===== config.mk =====
export PLATFORM = sky130hd
export DESIGN_NAME = bram_fifo_ctrl
export DESIGN_NICKNAME = d
export VERILOG_FILES = /design/src/rtl/bram_fifo_ctrl_pkg.sv /design/src/rtl/bram_fifo_obuf.sv /design/src/rtl/bram_fifo_ctrl.sv
export SDC_FILE = /design/constraint.sdc
export NUM_CORES = 1
export LEC_CHECK = 0
export ABC_AREA = 0
export BUFFER_PORTS_ARGS = -buffer_cell sky130_fd_sc_hd__buf_2
export CAP_MARGIN = 5
export CORE_MARGIN = 1
export CORE_UTILIZATION = 55
export DETAILED_ROUTE_END_ITERATION = 7
export HOLD_SLACK_MARGIN = 0.08
export PLACE_DENSITY = 0.82
export SETUP_SLACK_MARGIN = 0.3
export SYNTH_ARGS = -nofsm -noshare
export SYNTH_HDL_FRONTEND = slang
export SYNTH_SLANG_ARGS = --single-unit
export TNS_END_PERCENT = 1

===== constraint.sdc =====
create_clock -name Clk -period 5.7 [get_ports Clk]
set_input_delay 1.14 -clock Clk [delete_from_list [all_inputs] [get_ports Clk]]
set_output_delay 1.14 -clock Clk [all_outputs]
set_load 0.03 [all_outputs]

===== src/rtl/bram_fifo_ctrl_pkg.sv =====
// ---------------------------------------------------------------------------
// bram_fifo_ctrl_pkg
// Shared defaults for the BRAM-backed streaming FIFO controller.
//   BRAMWIDE_DEF : default data width (must match the attached BRAM)
//   BRAMDEPW_DEF : default BRAM address width
//   BRAMDEEP_DEF : default BRAM depth (2**BRAMDEPW_DEF)
//   depth_consistent() : true when a depth equals 2**address-width
// ---------------------------------------------------------------------------
package bram_fifo_ctrl_pkg;

    localparam int BRAMWIDE_DEF = 32;
    localparam int BRAMDEPW_DEF = 7;
    localparam int BRAMDEEP_DEF = 128;

    function automatic bit depth_consistent(input int depw, input int deep);
        return deep == (1 << depw);
    endfunction

    localparam bit DEF_DEPTH_OK = depth_consistent(BRAMDEPW_DEF, BRAMDEEP_DEF);

endpackage


===== src/rtl/bram_fifo_obuf.sv =====
// ---------------------------------------------------------------------------
// bram_fifo_obuf
// Two-entry output buffer that absorbs BRAM read data and presents the
// FIFO head word to the consumer.
//   clk       : clock, posedge
//   rst_n     : synchronous active-low reset
//   cap_vld   : BRAM read data is valid this cycle, write it to the tail
//   cap_data  : BRAM read data
//   pop       : head word consumed this cycle (already qualified by out_valid)
//   out_valid : buffer holds at least one word
//   out_data  : head word
//   occ       : number of words held, 0..2
// ---------------------------------------------------------------------------
module bram_fifo_obuf
    import bram_fifo_ctrl_pkg::*;
#(
    parameter int WIDTH = BRAMWIDE_DEF
) (
    input  logic             clk,
    input  logic             rst_n,
    input  logic             cap_vld,
    input  logic [WIDTH-1:0] cap_data,
    input  logic             pop,
    output logic             out_valid,
    output logic [WIDTH-1:0] out_data,
    output logic [1:0]       occ
);

    logic [1:0][WIDTH-1:0] mem_q, mem_d;
    logic                  head_q, head_d;
    logic                  tail_q, tail_d;
    logic [1:0]            occ_q, occ_d;

    always_comb begin
        mem_d = mem_q;
        if (cap_vld) begin
            mem_d[tail_q] = cap_data;
        end
        // With only two slots the indices simply toggle on each use.
        tail_d = tail_q ^ cap_vld;
        head_d = head_q ^ pop;
        occ_d  = occ_q + {1'b0, cap_vld} - {1'b0, pop};
    end

    // Data slots are cleared too so the head word reads zero after reset.
    always_ff @(posedge clk) begin
        if (!rst_n) begin
            mem_q  <= '0;
            head_q <= 1'b0;
            tail_q <= 1'b0;
            occ_q  <= 2'd0;
        end else begin
            mem_q  <= mem_d;
            head_q <= head_d;
            tail_q <= tail_d;
            occ_q  <= occ_d;
        end
    end

    assign out_valid = (occ_q != 2'd0);
    assign out_data  = mem_q[head_q];
    assign occ       = occ_q;

endmodule


===== src/rtl/bram_fifo_ctrl.sv =====
// ---------------------------------------------------------------------------
// bram_fifo_ctrl
// Streaming FIFO controller mastering a simple dual-port BRAM with a
// registered (1-cycle) read port. A 2-entry output buffer hides the read
// latency so the pop side sustains one word per cycle.
//   Clk, Rest              : clock (posedge), synchronous active-low reset
//   InValid/InReady/InData : push interface
//   OutValid/OutReady/OutData : pop interface
//   Count                  : words held (BRAM + in-flight read + buffer)
//   BramREN/BramRADDR      : BRAM read port request
//   BramWEN/BramWADDR/BramDIN : BRAM write port
//   BramDOUT               : BRAM read data, valid the cycle after BramREN
// ---------------------------------------------------------------------------
module bram_fifo_ctrl
    import bram_fifo_ctrl_pkg::*;
#(
    parameter int BRAMWIDE = BRAMWIDE_DEF,
    parameter int BRAMDEPW = BRAMDEPW_DEF,
    parameter int BRAMDEEP = BRAMDEEP_DEF
) (
    input  logic                Clk,
    input  logic                Rest,
    input  logic                InValid,
    output logic                InReady,
    input  logic [BRAMWIDE-1:0] InData,
    output logic                OutValid,
    input  logic                OutReady,
    output logic [BRAMWIDE-1:0] OutData,
    output logic [BRAMDEPW+1:0] Count,
    output logic                BramREN,
    output logic                BramWEN,
    output logic [BRAMDEPW-1:0] BramRADDR,
    output logic [BRAMDEPW-1:0] BramWADDR,
    output logic [BRAMWIDE-1:0] BramDIN,
    input  logic [BRAMWIDE-1:0] BramDOUT
);

    if (!depth_consistent(BRAMDEPW, BRAMDEEP)) begin : g_depth_check
        $error("bram_fifo_ctrl: BRAMDEEP must equal 2**BRAMDEPW");
    end

    // Pointers carry an extra wrap bit so full and empty are distinguishable.
    localparam logic [BRAMDEPW:0] PTR_ONE  = {{BRAMDEPW{1'b0}}, 1'b1};
    localparam logic [BRAMDEPW:0] FULL_CNT = {1'b1, {BRAMDEPW{1'b0}}};

    logic [BRAMDEPW:0] wptr_q, wptr_d;
    logic [BRAMDEPW:0] rptr_q, rptr_d;
    logic              inflight_q, inflight_d;
    logic [BRAMDEPW:0] bcnt;
    logic              push, pop, issue;
    logic              out_valid;
    logic [1:0]        occ;

    always_comb begin
        bcnt = wptr_q - rptr_q;
        push = InValid & InReady;
        pop  = out_valid & OutReady;
        // Read only if the word will have a free buffer slot when it lands:
        // occ + inflight - pop < 2, rearranged to avoid unsigned underflow.
        issue = (bcnt != '0) &&
                (({1'b0, occ} + {2'b0, inflight_q}) < (3'd2 + {2'b0, pop}));

        wptr_d     = push  ? (wptr_q + PTR_ONE) : wptr_q;
        rptr_d     = issue ? (rptr_q + PTR_ONE) : rptr_q;
        inflight_d = issue;
    end

    always_ff @(posedge Clk) begin
        if (!Rest) begin
            wptr_q     <= '0;
            rptr_q     <= '0;
            inflight_q <= 1'b0;
        end else begin
            wptr_q     <= wptr_d;
            rptr_q     <= rptr_d;
            inflight_q <= inflight_d;
        end
    end

    // A read returning just after reset is dropped because inflight_q is 0.
    bram_fifo_obuf #(
        .WIDTH (BRAMWIDE)
    ) u_obuf (
        .clk       (Clk),
        .rst_n     (Rest),
        .cap_vld   (inflight_q),
        .cap_data  (BramDOUT),
        .pop       (pop),
        .out_valid (out_valid),
        .out_data  (OutData),
        .occ       (occ)
    );

    // InReady looks only at the BRAM fill; the buffer adds two words beyond.
    assign InReady   = (bcnt != FULL_CNT);
    assign OutValid  = out_valid;
    assign BramWEN   = push;
    assign BramWADDR = wptr_q[BRAMDEPW-1:0];
    assign BramDIN   = InData;
    assign BramREN   = issue;
    assign BramRADDR = rptr_q[BRAMDEPW-1:0];
    assign Count     = {1'b0, bcnt}
                     + {{(BRAMDEPW+1){1'b0}}, inflight_q}
                     + {{BRAMDEPW{1'b0}}, occ};

endmodule


==> results of run 1 <==
==> worst paths after layout <==
| path | cells past startpoint | slack (ps) | startpoint | endpoint |
|---|---|---|---|---|
| max | 11 | 1270 | wptr_q[0]$_SDFFE_PN0P_ | BramREN |
| min | 2 | 490 | rptr_q[5]$_SDFFE_PN0P_ | rptr_q[5]$_SDFFE_PN0P_ |
| min reg2reg | 2 | 490 | rptr_q[5]$_SDFFE_PN0P_ | rptr_q[5]$_SDFFE_PN0P_ |
| max reg2reg | 11 | 2730 | wptr_q[0]$_SDFFE_PN0P_ | rptr_q[0]$_SDFFE_PN0P_ |
==> sequential cells by signal, summed over array words and instances, names as in the netlist <==
register,cells
u_obuf.mem_q,64
rptr_q,8
wptr_q,8
u_obuf.occ,2
inflight_q,1
u_obuf.head_q,1
u_obuf.tail_q,1
==> kinds of logic (layout without fill, tap and decap cells) <==
| group | count (synthesis) | after routing | synth area share [%] |
|---|---|---|---|
| AOI/OAI and AO/OA | 30 | 30 | 4.85 |
| xor gates and xnor gates | 15 | 15 | 2.72 |
| adders and majority gates | 20 | 20 | 5.65 |
| buffers and inverters | 86 | 129 | 10.8 |
| DFF | 85 | 85 | 35.3 |
| muxes | 112 | 112 | 24.1 |
| and+or+nand+nor | 142 | 142 | 16.7 |
==> per-stage QoR <==
step           std cells  total power (W)
6_report             638          0.00267
5_1_grt              638          0.00285
4_1_cts              638          0.00270
3_5_place_dp         622          0.00224
3_3_place_gp         622          0.00219
2_1_floorplan        490          0.00198
==> final cells by class <==
| type | instances | area (um2) |
|---|---|---|
| clock buffers | 9 | 124 |
| clock inverters | 7 | 86.3 |
| fillers | 729 | 3140 |
| inverters | 16 | 60.1 |
| multi-input cells | 319 | 2610 |
| flip-flops and latches | 85 | 1700 |
| well taps | 105 | 131 |
| repair buffers | 97 | 493 |
==> critical path, delay by kind of cell, from the launching register on <==
kind / cells / cell delay (ps)
AND/OR/NAND/NOR: 1 / 190
AO/OA/AOI/OAI: 4 / 1100
adder cells (fa/ha/maj): 2 / 580
flip-flops: 1 / 380
buffers and inverters: 4 / 680
==> power groups by stage <==
stage          Clock, W  Sequential [W]  Combinational (W)
3_3_place_gp          0        0.000797            0.00139
3_5_place_dp          0        0.000810            0.00143
6_report       0.000452        0.000797            0.00142
2_1_floorplan         0        0.000784            0.00119
4_1_cts        0.000466        0.000797            0.00144
5_1_grt        0.000490        0.000814            0.00154
==> cells in the mapped netlist, drive strengths merged (2+ instances only) <==
cell type	count	share of area, %
or2	2	0.26
nand4	7	0.91
and3	5	0.75
nand2	33	2.6
buf	53	7.9
a21oi	12	1.2
or2b	3	0.54
nor2b	66	8.6
nor3	2	0.21
fa	3	1.2
nand2b	7	0.91
o21ai	4	0.42
mux2i	80	17
dfxtp	85	35
and2	5	0.67
a211oi	7	1.2
ha	17	4.4
nand3	4	0.42
mux2	32	7.5
xnor2	8	1.5
xor2	7	1.3
clkbuf	16	1.5
nor2	6	0.47
inv	16	1.2
==> routing by layer <==
metal  track usage [%]  vias up  wire length (um)
met5                 0        -                 0
met4              8.83        0               133
met3              3.91       21               449
met2              36.4       88              4570
met1              24.6     1583              4210
li1                  -     1680                 -
==> impl_metrics.py, run 1 <==
metrics = {
    "job": {
        "cap_violations": 0,
    },
    "floorplanning": {
        "rows": 33,
        "io_pins": 159,
        "design.core.area_um2": 8340,
        "die_y_um": 95.6,
        "dieArea_um2": 9150,
        "initial_core_util_pct": 57.8,
        "die_w_um": 95.6,
    },
    "drt": {
        "routed_via_density": 5.29,
        "wl_per_cell_um": 14.7,
        "firstDrtPassIters": 4,
        "drtIter0Drc": 87,
        "finalWirelength_mm": 9.36,
        "vias": 3372,
        "route.detailed.drc": 0,
        "final_antenna_net_count": 0,
    },
    "sta": {
        "period_minus_slack_ps": 4430,
        "max_freq_mhz": 226,
        "fin_ws_ps": 1270,
        "fin_setup_tns_ps": 0,
        "rsz0062_at_grt": "no",
        "hold_violations": 0,
        "whs_ps": 486,
        "slew_viol_final": 0,
        "setup_viol": 0,
        "fin_skew_ps": 11.2,
        "fin_crit_sh_pct": 77.8,
        "tightest_slew_ps": 1080,
        "slew_headroom_pct": 28.2,
    },
    "pwr": {
        "clockPowerShare_pct": 16.9,
        "seqPwrFrac_pct": 29.8,
        "p_int_w": 0.00148,
        "leakagePower_nw": 2.24,
        "powerDensity_nw_per_um2": 513,
        "swShare_pct": 44.8,
        "ir_drop_mv": 0.269,
        "switchingPower_w": 0.00120,
        "p_comb_share_pct": 53.3,
    },
    "global_routing": {
        "grt_pass1_vias": 3305,
        "grt-ovfl-total": 0,
        "track_usage_pct": 20.7,
        "grt_max_degree": 102,
        "antenna_found_initial": 0,
        "grt_pass1_wl_mm": 14.8,
    },
    "finish": {
        "diodes": 0,
        "drive_gt1_share_pct": 30.0,
        "syn2layout_area_growth_pct": 7.89,
        "fin_util_pct": 62.4,
        "nets": 616,
        "stdcell_area_um2": 5200,
        "layout_common_cells": "94 x buf_2, 85 x dfxtp_1, 80 x mux2i_1",
        "layout_commonest_cell": "buf_2",
    },
    "synth": {
        "ys.flop_type": "dfxtp_1",
        "syn_inst": 490,
        "synth.avg_cell_area_um2": 9.84,
        "syn_area_um2": 4820,
        "syn-num-nets": 578,
        "ys_async_sr_fraction_pct": 0,
        "ys_types": 40,
        "yosysWarningCount": 0,
        "ys_seq_area_share_pct": 35.3,
        "ys_ff_latch": 85,
        "synth_edf_count": 0,
    },
    "critical_path": {
        "worstPathRequired_ps": 4560,
        "slowest_delay_ps": 430,
        "endpoint_kind": "primary output",
        "path_class": "reg -> out",
        "startpoint_type": "flop",
        "worstPathMaxFanout": 15,
        "path_cells": "inv_1 > ha_1 > inv_1 > fa_1 > a211o_2 > and3_4 > o311ai_4 > a2111oi_4 > buf_4 > a21boi_1 > buf_2",
        "cp_common_cell": "inv_1",
        "worstPathArrival_ps": 3290,
        "slowest_stage": "fa_1",
    },
    "cts": {
        "cts_setup_buffers": 0,
        "cts_sinks": 85,
        "worstSkewPairLatency_ps": 350,
        "clk_pin_slew_ps": 90,
        "cts_tree": "yes",
        "cts_root_buffer": "clkbuf_8",
        "h-tree-depth": 3,
        "cts_buffer_depth": 2,
        "cts_made_buffers": 9,
        "cts_hold_buf": 0,
        "cts_resized": 0,
    },
    "hold_path": {
        "hold_class": "reg -> reg",
    },
    "placement": {
        "hpwlAfterDp_mm": 6.53,
        "place_area_um2": 4990,
        "dpl_worst_slack_ps": 1650,
        "io_buffers": 94,
        "gp_congestion": 0.854,
    },
    "outcome": {
        "status": "completed",
    },
}
Note: power is estimated with default switching activity, not from simulation.
==> run 2, diff against run 1 <==
--- a/config.mk
+++ b/config.mk
@@ -9,10 +9,10 @@
 export BUFFER_PORTS_ARGS = -buffer_cell sky130_fd_sc_hd__buf_2
 export CAP_MARGIN = 5
 export CORE_MARGIN = 1
-export CORE_UTILIZATION = 55
+export CORE_UTILIZATION = 46
 export DETAILED_ROUTE_END_ITERATION = 7
 export HOLD_SLACK_MARGIN = 0.08
-export PLACE_DENSITY = 0.82
+export PLACE_DENSITY = 0.73
 export SETUP_SLACK_MARGIN = 0.3
 export SYNTH_ARGS = -nofsm -noshare
 export SYNTH_HDL_FRONTEND = slang
==> constraint.sdc (replaced) <==
create_clock -name Clk -period 3.84 [get_ports Clk]
set_input_delay 0.768 -clock Clk [delete_from_list [all_inputs] [get_ports Clk]]
set_output_delay 0.768 -clock Clk [all_outputs]
set_load 0.03 [all_outputs]
==> impl_metrics.py, run 2 (synthesized netlist as in run 1, its figures left out) <==
metrics = {
    "outcome": {
        "status": "finished, violations left",
        "violations": "DRC",
    },
    "pwr": {
        "ir_drop_mv": 0.469,
        "leakagePower_nw": 2.33,
        "powerDensity_nw_per_um2": 773,
    },
    "sta": {
        "slew_viol_final": 0,
        "fin_skew_ps": 14.3,
        "fin_setup_tns_ps": 0,
        "setup_viol": 0,
        "slew_headroom_pct": 27.9,
        "max_freq_mhz": 287,
        "rsz0062_at_grt": "yes",
        "tightest_slew_ps": 1080,
        "hold_violations": 0,
        "period_minus_slack_ps": 3490,
        "fin_crit_sh_pct": 90.9,
    },
    "placement": {
        "gp_congestion": 0.824,
        "hpwlAfterDp_mm": 6.90,
        "io_buffers": 94,
        "dp.cells": 655,
        "place_area_um2": 5050,
    },
    "finish": {
        "n_fill_cell": 917,
        "syn2layout_area_growth_pct": 13.6,
        "diodes": 0,
        "finalNonFillerCells": 682,
        "stdcell_area_um2": 5480,
        "largest_reg_flops": 64,
        "layout_common_cells": "88 x buf_2, 80 x mux2i_1, 80 x dfxtp_1",
        "reg.largest.list": "u_obuf.mem_q: 64 flops, rptr_q: 8 flops, wptr_q: 8 flops",
        "fin_util_pct": 53.6,
        "layout_commonest_cell": "buf_2",
        "nets": 630,
        "drive_gt1_share_pct": 36.3,
        "regMostFlops": "u_obuf.mem_q",
    },
    "global_routing": {
        "track_usage_pct": 18.5,
        "antenna_found_initial": 0,
        "grt_pass1_wl_mm": 16.2,
        "grt_max_degree": 61,
        "grt-ovfl-total": 0,
        "grt_pass1_vias": 3516,
    },
    "drt": {
        "vias": 3454,
        "final_antenna_net_count": 0,
        "finalWirelength_mm": 10.2,
        "wl_per_cell_um": 14.9,
        "routed_via_density": 5.06,
        "route.detailed.drc": 2,
        "drtIter0Drc": 136,
        "firstDrtPassIters": 7,
    },
    "floorplanning": {
        "die_w_um": 104,
        "die_y_um": 104,
        "io_pins": 159,
        "dieArea_um2": 10900,
        "rows": 37,
        "initial_core_util_pct": 47.1,
        "design.core.area_um2": 10200,
    },
    "critical_path": {
        "path_cells": "inv_4 > ha_4 > inv_2 > fa_2 > a211o_4 > nand4_1 > o311ai_4 > a2111oi_4 > buf_6 > buf_6 > nand2_2 > buf_6",
        "worstPathRequired_ps": 3070,
        "endpoint_kind": "primary output",
        "worstPathArrival_ps": 2720,
        "worstPathMaxFanout": 4,
        "slowest_delay_ps": 360,
        "cp_common_cell": "buf_6",
        "path_class": "reg -> out",
        "crit_family": "compound AO/OA/AOI/OAI gates",
        "cp_num_buf_inv": 5,
        "startpoint_type": "flop",
        "slowest_stage": "dfxtp_4",
    },
    "cts": {
        "h-tree-depth": 3,
        "cts_sinks": 85,
        "clk_pin_slew_ps": 90,
        "cts_buffer_depth": 2,
        "cts_made_buffers": 9,
        "worstSkewPairLatency_ps": 360,
        "cts_tree": "yes",
        "cts_root_buffer": "clkbuf_8",
    },
    "job": {
        "cap_violations": 0,
    },
    "hold_path": {
        "hold_class": "reg -> reg",
    },
}
==> run 2: timing repair <==
action | 4_1_cts | 5_1_grt
pin swaps | 6 | 12
setup endpoints to repair | 7 | 7
resized for setup | 18 | 33
hold buffers | 0 | 0
buffers inserted | 8 | 4
==> run 2: area by class of cell <==
cell class                 count  area (um2)  share of cell area (%)
sequential                    85        1710                    31.3
timing repair buffer         111         632                    11.5
tap                          136         170                    3.11
multi-input combinational    319        2710                    49.5
clock buffer                  10         128                    2.33
clock inverter                 5        60.1                    1.10
inverter                      16        62.6                    1.14
==> run 2: routing by layer <==
| layer | track usage [%] | wire length, um | vias up |
|---|---|---|---|
| met5 | 0 | 0 | - |
| met4 | 9.59 | 243 | 0 |
| met3 | 4.32 | 500 | 34 |
| met2 | 31.0 | 4900 | 97 |
| met1 | 21.8 | 4510 | 1621 |
| li1 | - | - | 1702 |
==> run 2: per-stage QoR <==
step	total power [W]	hold WS [ps]	setup WS (ps)
finish	0.00423	479	350
global route	0.00449	508	240
CTS	0.00412	481	186
detailed placement	0.00337	468	244
global placement	0.00329	458	420
floorplan	0.00293	448	423
==> run 2: where the power goes <==
group	internal (W)	switching [W]	total [W]
combinational	0.00100	0.00140	0.00240
sequential	0.00106	0.000133	0.00120
clock	0.000301	0.000337	0.000638
total	0.00237	0.00187	0.00423
==> run 2: path summary, 6_finish.rpt <==
| check | startpoint | to | slack (ps) | cells after the start |
|---|---|---|---|---|
| worst max-delay path | wptr_q[0]$_SDFFE_PN0P_ | InReady | 350 | 12 |
| worst min-delay path | rptr_q[5]$_SDFFE_PN0P_ | rptr_q[5]$_SDFFE_PN0P_ | 480 | 2 |
| worst max register to register | wptr_q[0]$_SDFFE_PN0P_ | wptr_q[5]$_SDFFE_PN0P_ | 940 | 13 |
| worst min register to register | rptr_q[5]$_SDFFE_PN0P_ | rptr_q[5]$_SDFFE_PN0P_ | 480 | 2 |
==> run 2: worst min-delay path, delay by kind of cell, from the launching register on <==
kind             cells  cell delay (ps)
and+or+nand+nor      1               60
muxes                1               50
DFF                  1              330
==> run 3, diff against run 2 <==
--- a/config.mk
+++ b/config.mk
@@ -9,10 +9,10 @@
 export BUFFER_PORTS_ARGS = -buffer_cell sky130_fd_sc_hd__buf_2
 export CAP_MARGIN = 5
 export CORE_MARGIN = 1
-export CORE_UTILIZATION = 46
+export CORE_UTILIZATION = 51
 export DETAILED_ROUTE_END_ITERATION = 7
 export HOLD_SLACK_MARGIN = 0.08
-export PLACE_DENSITY = 0.73
+export PLACE_DENSITY = 0.8
 export SETUP_SLACK_MARGIN = 0.3
 export SYNTH_ARGS = -nofsm -noshare
 export SYNTH_HDL_FRONTEND = slang
==> constraint.sdc (replaced) <==
create_clock -name Clk -period 4 [get_ports Clk]
set_input_delay 0.8 -clock Clk [delete_from_list [all_inputs] [get_ports Clk]]
set_output_delay 0.8 -clock Clk [all_outputs]
set_load 0.03 [all_outputs]
==> impl_metrics.py, run 3 (synthesized netlist as in run 1, its figures left out) <==
metrics = {
    "sta": {
        "fin_ws_ps": 394,
        "period_minus_slack_ps": 3610,
        "fin_skew_ps": 15.7,
        "slew_headroom_pct": 27.0,
        "setup_viol": 0,
        "slew_viol_final": 0,
        "rsz0062_at_grt": "yes",
        "tightest_slew_ps": 1100,
        "hold_violations": 0,
        "max_freq_mhz": 277,
        "fin_setup_tns_ps": 0,
        "fin_crit_sh_pct": 90.2,
    },
    "drt": {
        "finalWirelength_mm": 9.89,
        "final_antenna_net_count": 0,
        "wl_per_cell_um": 15.2,
        "drtIter0Drc": 112,
        "firstDrtPassIters": 4,
        "routed_via_density": 5.31,
        "route.detailed.drc": 0,
        "vias": 3454,
    },
    "finish": {
        "layout_commonest_cell": "buf_2",
        "reg.largest.list": "u_obuf.mem_q: 64 flops, rptr_q: 8 flops, wptr_q: 8 flops",
        "regMostFlops": "u_obuf.mem_q",
        "multi_input_area_um2": 2640,
        "syn2layout_area_growth_pct": 10.0,
        "diodes": 0,
        "nets": 622,
        "n_fill_cell": 807,
        "register_area_um2": 1700,
        "layout_common_cells": "92 x buf_2, 83 x dfxtp_1, 80 x mux2i_1",
        "finalNonFillerCells": 650,
        "largest_reg_flops": 64,
        "fin_util_pct": 57.7,
        "drive_gt1_share_pct": 32.5,
    },
    "critical_path": {
        "startpoint_type": "flop",
        "slowest_stage": "dfxtp_2",
        "ff2ff_setup_slack_ps": 1010,
        "cp_common_cell": "buf_4",
        "ff2ff_path_depth": 13,
        "worstPathArrival_ps": 2810,
        "r2r_start": "wptr_q[0]$_SDFFE_PN0P_",
        "slowest_delay_ps": 370,
        "path_class": "reg -> out",
        "endpoint_kind": "primary output",
        "r2r-end": "wptr_q[7]$_SDFFE_PN0P_",
        "worstPathMaxFanout": 7,
        "worstPathRequired_ps": 3200,
        "path_cells": "inv_2 > ha_1 > inv_1 > fa_2 > a211o_2 > and3_4 > o311ai_4 > a2111oi_4 > buf_4 > a21oi_4 > buf_4",
    },
    "floorplanning": {
        "die_y_um": 99.3,
        "rows": 35,
        "dieArea_um2": 9850,
        "die_w_um": 99.3,
        "initial_core_util_pct": 52.4,
        "io_pins": 159,
        "design.core.area_um2": 9200,
    },
    "hold_path": {
        "hold_path_end": "rptr_q[7]$_SDFFE_PN0P_",
        "hold_class": "reg -> reg",
        "min_from": "rptr_q[7]$_SDFFE_PN0P_",
        "hold_depth": 2,
    },
    "cts": {
        "clk_pin_slew_ps": 90,
        "cts_sinks": 85,
        "cts_made_buffers": 9,
        "cts_buffer_depth": 2,
        "cts_tree": "yes",
        "h-tree-depth": 3,
        "worstSkewPairLatency_ps": 350,
        "cts_root_buffer": "clkbuf_8",
    },
    "global_routing": {
        "grt_pass1_wl_mm": 15.8,
        "grt-ovfl-total": 0,
        "grt_max_degree": 69,
        "antenna_found_initial": 0,
        "track_usage_pct": 19.8,
        "grt_pass1_vias": 3414,
    },
    "pwr": {
        "powerDensity_nw_per_um2": 739,
        "ir_drop_mv": 0.407,
        "leakagePower_nw": 2.29,
    },
    "outcome": {
        "status": "completed",
    },
    "job": {
        "cap_violations": 0,
    },
    "placement": {
        "dpl_worst_slack_ps": 416,
        "dp.cells": 630,
        "hpwlAfterDp_mm": 6.85,
        "gp_congestion": 0.922,
        "io_buffers": 94,
    },
}
==> run 3: cell types whose count changed in the layout (fill, tap and decap cells not counted), moves of 2 or more <==
cell / previous run / this run
buf_4: 18 / 10
buf_2: 88 / 92
buf_6: 5 / 1
dfxtp_1: 80 / 83
and3_1: 2 / 4
and3_4: 3 / 1
dfxtp_4: 2 / 0
fa_1: 0 / 2
fa_2: 3 / 1
inv_1: 13 / 15
nor2_1: 4 / 6
nor2_2: 2 / 0
==> run 3: how the worst max path moves through the flow <==
stage / cells past startpoint / to / slack (ps) / start
floorplan: 9 / BramREN / 550 / wptr_q[0]$_SDFFE_PN0P_
global placement: 10 / BramWEN / 550 / wptr_q[0]$_SDFFE_PN0P_
detailed placement: 10 / BramREN / 420 / wptr_q[0]$_SDFFE_PN0P_
CTS: 10 / InReady / 340 / rptr_q[2]$_SDFFE_PN0P_
global route: 12 / InReady / 240 / wptr_q[0]$_SDFFE_PN0P_
finish: 11 / BramWEN / 390 / wptr_q[0]$_SDFFE_PN0P_
==> run 3: timing repair <==
| item | in CTS | in global routing |
|---|---|---|
| endpoints found under the hold margin | 0 | 0 |
| resized for setup | 11 | 4 |
| endpoints found under the setup margin | 4 | 6 |
| pin swaps | 4 | 0 |
| setup buffers | 4 | 0 |
| hold buffers | 0 | 0 |
==> run 3: layer usage <==
metal | wire (um) | vias to the layer above | GRT usage [%]
li1 | - | 1692 | -
met1 | 4270 | 1636 | 23.8
met2 | 4840 | 95 | 33.9
met3 | 501 | 31 | 4.01
met4 | 275 | 0 | 9.39
met5 | 0 | - | 0
==> run 3: report_power, final <==
part / internal (W) / total, W / switching [W]
Combinational: 0.000856 / 0.00214 / 0.00128
Clock: 0.000316 / 0.000646 / 0.000330
Sequential: 0.00102 / 0.00114 / 0.000118
==> run 3: through the flow <==
step / instance area, um2 / hold slack, ps / total power [W]
6_report: 5310 / 493 / 0.00392
5_1_grt: 5310 / 527 / 0.00418
4_1_cts: 5290 / 494 / 0.00395
2_1_floorplan: 4820 / 448 / 0.00282
3_5_place_dp: 5020 / 481 / 0.00323
3_3_place_gp: 5020 / 460 / 0.00316
==> run 3: area by class of cell <==
type	instances	share of cell area, %
multi-input combinational	319	49.8
sequential	85	32.1
timing repair buffer	103	10.3
tap	111	2.62
clock buffer	10	2.59
clock inverter	6	1.41
inverter	16	1.13
==> run 3: critical path, delay by kind of cell, from the launching register on <==
kind	cells	cell delay, ps
compound gates	4	870
fa+ha+maj	2	510
buf+inv	4	520
flops	1	370
simple gates	1	190
